===== src/rtl/hazard_pkg.sv =====
// Shared definitions for the hazard scoreboard: opcodes, operand-use decode,
// width helpers and the priority-winner encoding.
package hazard_pkg;

  localparam logic [6:0] OP_REG    = 7'b0110011;
  localparam logic [6:0] OP_STORE  = 7'b0100011;
  localparam logic [6:0] OP_BRANCH = 7'b1100011;
  localparam logic [6:0] OP_IMM    = 7'b0010011;
  localparam logic [6:0] OP_LOAD   = 7'b0000011;
  localparam logic [6:0] OP_JALR   = 7'b1100111;

  typedef struct packed {
    logic rs1;
    logic rs2;
  } rs_use_t;

  // Which control branch owns the pipeline this cycle.
  typedef enum logic [2:0] {
    WIN_NONE, WIN_JUMP, WIN_MEM, WIN_HAZARD, WIN_EXT, WIN_INVALID
  } win_e;

  function automatic int clog2_min1(input int value);
    int w;
    w = 0;
    while ((1 << w) < value) w++;
    return (w == 0) ? 1 : w;
  endfunction

  function automatic int ra_width(input int num_regs);
    return clog2_min1(num_regs);
  endfunction

  function automatic int lat_width(input int max_lat);
    return clog2_min1(max_lat + 1);
  endfunction

  function automatic rs_use_t decode_rs_used(input logic [6:0] opcode);
    rs_use_t u;
    u.rs2 = (opcode == OP_REG) || (opcode == OP_STORE) || (opcode == OP_BRANCH);
    u.rs1 = u.rs2 || (opcode == OP_IMM) || (opcode == OP_LOAD) || (opcode == OP_JALR);
    return u;
  endfunction

endpackage


===== src/rtl/hazard_scoreboard_sb_entry.sv =====
// One scoreboard entry: cycles remaining until a register's pending result
// is forwardable. Load wins over decrement; freeze holds everything.
module sb_entry #(
  parameter int LAT_W = 3
) (
  input  logic             clk,
  input  logic             rst_n,
  input  logic             i_freeze,
  input  logic             i_load,
  input  logic [LAT_W-1:0] i_load_val,
  output logic [LAT_W-1:0] o_cnt
);

  logic [LAT_W-1:0] r_cnt;

  always_ff @(posedge clk or negedge rst_n) begin
    if (!rst_n) begin
      r_cnt <= '0;
    end else if (!i_freeze) begin
      if (i_load) begin
        r_cnt <= i_load_val;
      end else if (r_cnt != '0) begin
        r_cnt <= r_cnt - 1'b1;
      end
    end
  end

  assign o_cnt = r_cnt;

endmodule


===== src/rtl/hazard_scoreboard.sv =====
// Latency scoreboard plus pipeline control resolution for a 5-stage core.
// Define HAZARD_SCOREBOARD_PERF_EN to add saturating performance counters.
module hazard_scoreboard
  import hazard_pkg::*;
#(
  parameter  int NUM_REGS = 32,
  parameter  int MAX_LAT  = 7,
  localparam int RA_W     = ra_width(NUM_REGS),
  localparam int LAT_W    = lat_width(MAX_LAT)
) (
  input  logic             clk,
  input  logic             rst_n,
  input  logic             id_valid,
  input  logic [6:0]       id_opcode,
  input  logic [RA_W-1:0]  id_rs1,
  input  logic [RA_W-1:0]  id_rs2,
  input  logic [RA_W-1:0]  id_rd,
  input  logic [LAT_W-1:0] id_lat,
  input  logic             jump_branch_taken,
  input  logic             mem_read_write,
  input  logic             ext_stall,
  input  logic             invalid_inst,
  output logic             if_id_pipeline_flush,
  output logic             if_id_pipeline_en,
  output logic             id_ex_pipeline_flush,
  output logic             id_ex_pipeline_en,
  output logic             ex_mem_pipeline_flush,
  output logic             mem_wb_pipeline_en,
  output logic             pc_en,
  output logic             raw_stall,
  output logic             waw_stall,
`ifdef HAZARD_SCOREBOARD_PERF_EN
  output logic [31:0]      perf_raw_cyc,
  output logic [31:0]      perf_waw_cyc,
  output logic [31:0]      perf_mem_cyc,
  output logic [31:0]      perf_flush_cnt,
`endif
  output logic             sb_busy
);

  localparam int SLOTS = 2 ** RA_W;

  logic [LAT_W-1:0] w_cnt [SLOTS];
  logic [SLOTS-1:0] w_pending;
  logic [LAT_W-1:0] w_lat;
  rs_use_t          w_use;
  logic             w_raw;
  logic             w_waw;
  logic             w_issue;
  logic             w_do_load;
  win_e             w_win;

  assign w_lat     = (int'(id_lat) > MAX_LAT) ? LAT_W'(MAX_LAT) : id_lat;
  assign w_use     = decode_rs_used(id_opcode);
  assign w_raw     = id_valid & ((w_use.rs1 & (w_cnt[id_rs1] != '0)) |
                                 (w_use.rs2 & (w_cnt[id_rs2] != '0)));
  assign w_waw     = id_valid & (id_rd != '0) & (w_lat < w_cnt[id_rd]);
  assign w_issue   = id_valid & ~jump_branch_taken & ~mem_read_write & ~w_raw &
                     ~w_waw & ~ext_stall & ~invalid_inst;
  assign w_do_load = w_issue & (id_rd != '0) & (w_lat != '0);

  // Slot 0 and any address beyond NUM_REGS-1 are hardwired idle.
  for (genvar r = 0; r < SLOTS; r++) begin : g_slot
    if (r == 0 || r >= NUM_REGS) begin : g_idle
      assign w_cnt[r] = '0;
    end else begin : g_entry
      sb_entry #(.LAT_W(LAT_W)) u_entry (
        .clk        (clk),
        .rst_n      (rst_n),
        .i_freeze   (mem_read_write),
        .i_load     (w_do_load & (id_rd == RA_W'(r))),
        .i_load_val (w_lat),
        .o_cnt      (w_cnt[r])
      );
    end
    assign w_pending[r] = (w_cnt[r] != '0);
  end

  assign sb_busy = |w_pending;

  always_comb begin
    w_win = WIN_NONE;
    if (jump_branch_taken)   w_win = WIN_JUMP;
    else if (mem_read_write) w_win = WIN_MEM;
    else if (w_raw | w_waw)  w_win = WIN_HAZARD;
    else if (ext_stall)      w_win = WIN_EXT;
    else if (invalid_inst)   w_win = WIN_INVALID;
  end

  always_comb begin
    if_id_pipeline_flush  = 1'b0;
    if_id_pipeline_en     = 1'b1;
    id_ex_pipeline_flush  = 1'b0;
    id_ex_pipeline_en     = 1'b1;
    ex_mem_pipeline_flush = 1'b0;
    mem_wb_pipeline_en    = 1'b1;
    pc_en                 = 1'b1;
    raw_stall             = 1'b0;
    waw_stall             = 1'b0;
    case (w_win)
      WIN_JUMP: begin
        if_id_pipeline_flush = 1'b1;
        if_id_pipeline_en    = 1'b0;
        id_ex_pipeline_flush = 1'b1;
      end
      WIN_MEM: begin
        if_id_pipeline_en     = 1'b0;
        id_ex_pipeline_en     = 1'b0;
        pc_en                 = 1'b0;
        ex_mem_pipeline_flush = 1'b1;
        mem_wb_pipeline_en    = 1'b0;
      end
      WIN_HAZARD: begin
        if_id_pipeline_en    = 1'b0;
        id_ex_pipeline_flush = 1'b1;
        pc_en                = 1'b0;
        raw_stall            = w_raw;
        waw_stall            = w_waw & ~w_raw;
      end
      WIN_EXT: begin
        if_id_pipeline_en = 1'b0;
        id_ex_pipeline_en = 1'b0;
        pc_en             = 1'b0;
      end
      WIN_INVALID: id_ex_pipeline_flush = 1'b1;
      default: ;
    endcase
  end

`ifdef HAZARD_SCOREBOARD_PERF_EN
  logic [31:0] r_perf_raw_cyc;
  logic [31:0] r_perf_waw_cyc;
  logic [31:0] r_perf_mem_cyc;
  logic [31:0] r_perf_flush_cnt;

  // Counters stick at all-ones instead of wrapping.
  always_ff @(posedge clk or negedge rst_n) begin
    if (!rst_n) begin
      r_perf_raw_cyc   <= '0;
      r_perf_waw_cyc   <= '0;
      r_perf_mem_cyc   <= '0;
      r_perf_flush_cnt <= '0;
    end else begin
      if (raw_stall && r_perf_raw_cyc != '1)            r_perf_raw_cyc   <= r_perf_raw_cyc + 1'b1;
      if (waw_stall && r_perf_waw_cyc != '1)            r_perf_waw_cyc   <= r_perf_waw_cyc + 1'b1;
      if (w_win == WIN_MEM && r_perf_mem_cyc != '1)     r_perf_mem_cyc   <= r_perf_mem_cyc + 1'b1;
      if (jump_branch_taken && r_perf_flush_cnt != '1)  r_perf_flush_cnt <= r_perf_flush_cnt + 1'b1;
    end
  end

  assign perf_raw_cyc   = r_perf_raw_cyc;
  assign perf_waw_cyc   = r_perf_waw_cyc;
  assign perf_mem_cyc   = r_perf_mem_cyc;
  assign perf_flush_cnt = r_perf_flush_cnt;
`endif

endmodule


===== config.mk =====
export PLATFORM = sky130hd
export DESIGN_NAME = hazard_scoreboard
export DESIGN_NICKNAME = d
export VERILOG_FILES = /design/src/rtl/hazard_pkg.sv /design/src/rtl/hazard_scoreboard_sb_entry.sv /design/src/rtl/hazard_scoreboard.sv
export SDC_FILE = /design/constraint.sdc
export NUM_CORES = 1
export LEC_CHECK = 0
export CAP_MARGIN = 20
export CORE_ASPECT_RATIO = 1.75
export CORE_MARGIN = 4
export CORE_UTILIZATION = 63
export DETAILED_ROUTE_END_ITERATION = 16
export PLACE_DENSITY = 0.81
export SYNTH_ARGS = -nofsm -noshare
export SYNTH_HDL_FRONTEND = slang
export SYNTH_SLANG_ARGS = --single-unit

===== constraint.sdc =====
create_clock -name clk -period 5.7 [get_ports clk]
set_input_delay 0.855 -clock clk [delete_from_list [all_inputs] [get_ports clk]]
set_output_delay 0.855 -clock clk [all_outputs]
set_load 0.02 [all_outputs]

==> run metrics <==
HPWL after detailed placement 19.9 mm; Layout Cells excl Fill 1179; Post-Place Cells 1163; final hold violations 0; Root Driver clkbuf_16; io pins 42; area of the multi-input gates 6020 sq um; CTS tree done; ys async rst share 100%; Post-synth EDFFs 0; CP max stage delay 0.77 ns; Worst R2R Path Depth 12; min Tclk post-route 5.46 ns; Mapped Area 8900 sq um; clk slew on worst S/H paths 0.08 ns; RSZ-0062 raised after global routing no; gr usage total 33.7%; Main synth FF type dfrtp_1; Min Hold Slack 0.474 ns; max cap viols 0; cts hold-fix bufs 0; # nets final 1093; grt total ovfl 0; maximum clock frequency 183 MHz; Yosys cell types 63; CP Capture Point if_id_pipeline_en; clk buf depth 2; Crit. End Element output port; Synthesis Warnings 0; peak supply drop 0.000213 V; Final setup viols 0; die area 16200 sq um; Largest register FFs 93; Die Y 165 microns; setup repair bufs after CTS 0; Clock Sinks 93; outcome complete, no violations; Mean Syn Cell Area 9.07 sq um; drt drc 0; fillcell total 1121; Die X 97.8 microns; Max Slew Vio Count 0; crit start category primary input; flop2flop setup slack 1.77 ns; pin count of the biggest net entering global routing 65; Vias 8359; port bufs 41; Gate Count Post-Synth 981; storage element area 2330 sq um; R2R Path Start g_slot[29].g_entry.u_entry.o_cnt[1]; worst clock skew 0.0111 ns; Initial Util 64.3%; fraction of final layout cells sized beyond drive strength 1 12.1%; antenna violations before repair 0; WL/cell 22.8 microns; worst-skew pair later-pin latency 0.35 ns; setup_tns 0 ns; max_slew headroom 24.3%; Post-CTS Resized 0; placement row count 57; GPL Wtd Cong 1.01; Yosys reg bits 93; 1st-iter DRT viols 704; H-tree levels 3; core area 13800 sq um; Final ANT Viol Nets 0; worst hold path class primary input to async pin; Area growth, synth to finish 9.44%; leak pwr 0.00370 uW; Slew @ Worst Pin 1.13 ns; Critical Path, Cell by Cell clkdlybuf4s50_1, mux4_2, mux4_2, o21ai_0, ha_1, o21a_1, nor2_1, a31o_2, a21oi_1, and3_1, clkdlybuf4s50_1; Critical Path RT 4.85 ns; vias in the first global route 8127; slowest CP cell clkdlybuf4s50_1; vias per cell 7.09; CTS buffer count 9; Final period util 95.7%; syn_nets 1077; CP Max Fanout 7; global-route wire length before repair 43.2 mm; Crit Path Class primary input to output port; PD cells 384 nW/um^2; final WL 26.9 mm; CP arrival 4.60 ns; sequential area share after synthesis 26.2%; diode count 0; 1st-pass router iterations 10; Reg-to-Reg End g_slot[23].g_entry.u_entry.o_cnt[2]; crit path from id_rd[1]
[routing by layer]
metal / part of all wire, % / track usage, % / vias to the layer above
met2: 51 / 58.9 / 400
met1: 36 / 38.5 / 4064
met5: 0 / 0 / -
met3: 7.4 / 5.97 / 110
li1: - / - / 3785
met4: 6.2 / 19.4 / 0
[worst min-delay path by stage]
stage / start / to / slack, ns / cells after the start
4_1_cts: rst_n / g_slot[20].g_entry.u_entry.o_cnt[2] / 0.49 / 1
5_1_grt: rst_n / g_slot[20].g_entry.u_entry.o_cnt[2] / 0.50 / 1
2_1_floorplan: g_slot[1].g_entry.u_entry.o_cnt[2] / g_slot[1].g_entry.u_entry.o_cnt[2] / 0.54 / 2
6_report: rst_n / g_slot[20].g_entry.u_entry.o_cnt[2] / 0.47 / 1
3_3_place_gp: g_slot[8].g_entry.u_entry.o_cnt[2] / g_slot[8].g_entry.u_entry.o_cnt[2] / 0.60 / 1
3_5_place_dp: g_slot[27].g_entry.u_entry.o_cnt[2] / g_slot[27].g_entry.u_entry.o_cnt[2] / 0.60 / 1
[through the flow]
step | cell area, sq um | util, % | setup WS, ns | power [uW]
2_1_floorplan | 8900 | - | 0.877 | 2560
3_3_place_gp | 9430 | 68.2 | 0.296 | 3010
3_5_place_dp | 9430 | 68.2 | 0.237 | 3080
4_1_cts | 9740 | 70.4 | 0.243 | 3720
5_1_grt | 9740 | 70.4 | 0.107 | 4040
6_report | 9740 | 70.4 | 0.244 | 3740
[final cells by class]
cell class / count / area share [%]
Multi-Input combinational cell: 754 / 61.9
Sequential cell: 93 / 23.9
Timing Repair Buffer: 63 / 5.91
Inverter: 76 / 2.94
Clock buffer: 9 / 2.31
Tap cell: 177 / 2.27
Clock inverter: 7 / 0.797
[worst max-delay path: cells and delay by family]
kind | cells | cell delay (ns)
compound gates | 4 | 0.84
fa+ha+maj | 1 | 0.21
mux | 2 | 1.08
simple gates | 2 | 0.24
buf+inv | 2 | 1.38
[cells in the final DEF (no fill, tap or decap), types with 3 or more instances in the layout]
cell	count
a211oi_1	36
a21oi_1	71
a221o_1	31
a221oi_1	31
a31o_2	3
and2_1	3
and3_1	3
buf_4	22
clkbuf_16	9
clkdlybuf4s50_1	38
dfrtp_1	93
ha_1	64
inv_1	73
inv_6	4
mux2_2	5
mux2i_1	9
mux4_2	29
nand2_1	29
nand2b_1	88
nand3_1	97
nand4_1	4
nor2_1	43
nor2b_1	10
nor3_1	55
nor3_4	3
nor4_1	18
nor4_4	25
nor4b_1	4
o211ai_1	4
o21ai_0	7
o22ai_1	32
o311ai_0	3
or3_1	4
[report_power, final]
| group | internal (uW) | total, uW | switching [uW] |
|---|---|---|---|
| Sequential | 941 | 1430 | 490 |
| Clock | 346 | 638 | 291 |
| Combinational | 814 | 1670 | 860 |
[synthesized netlist by cell type (4+ instances only)]
cell type	instances	area [sq um]
o22ai_1	32	200
or3_1	4	25.0
nor3_1	55	275
nor4b_1	4	35.0
nor2_1	45	169
nand4_1	4	25.0
buf_1	7	26.3
clkbuf_1	34	128
a221oi_1	31	272
o21ai_0	7	35.0
nor4_4	25	532
nand2b_1	88	551
ha_1	64	801
a211oi_1	36	270
nor4_1	18	113
nor2b_1	11	68.8
mux4_2	29	653
nand2_1	29	109
nand3_1	97	485
buf_2	8	40.0
a221o_1	31	310
mux2i_1	9	90.1
buf_4	5	37.5
a21oi_1	71	355
dfrtp_1	93	2330
mux2_2	5	56.3
o211ai_1	4	30.0
inv_1	73	274
buf_6	4	45.0
[cell families (layout without fill, tap and decap cells)]
kind of cell	count (synthesis)	count (layout)	synth area share, %
buf+inv	134	155	6.31
mux	44	44	9.11
simple gates	402	402	29.6
fa+ha+maj	64	64	9.00
compound gates	244	244	19.8
flops	93	93	26.2
(Power assumes the default switching activity.)
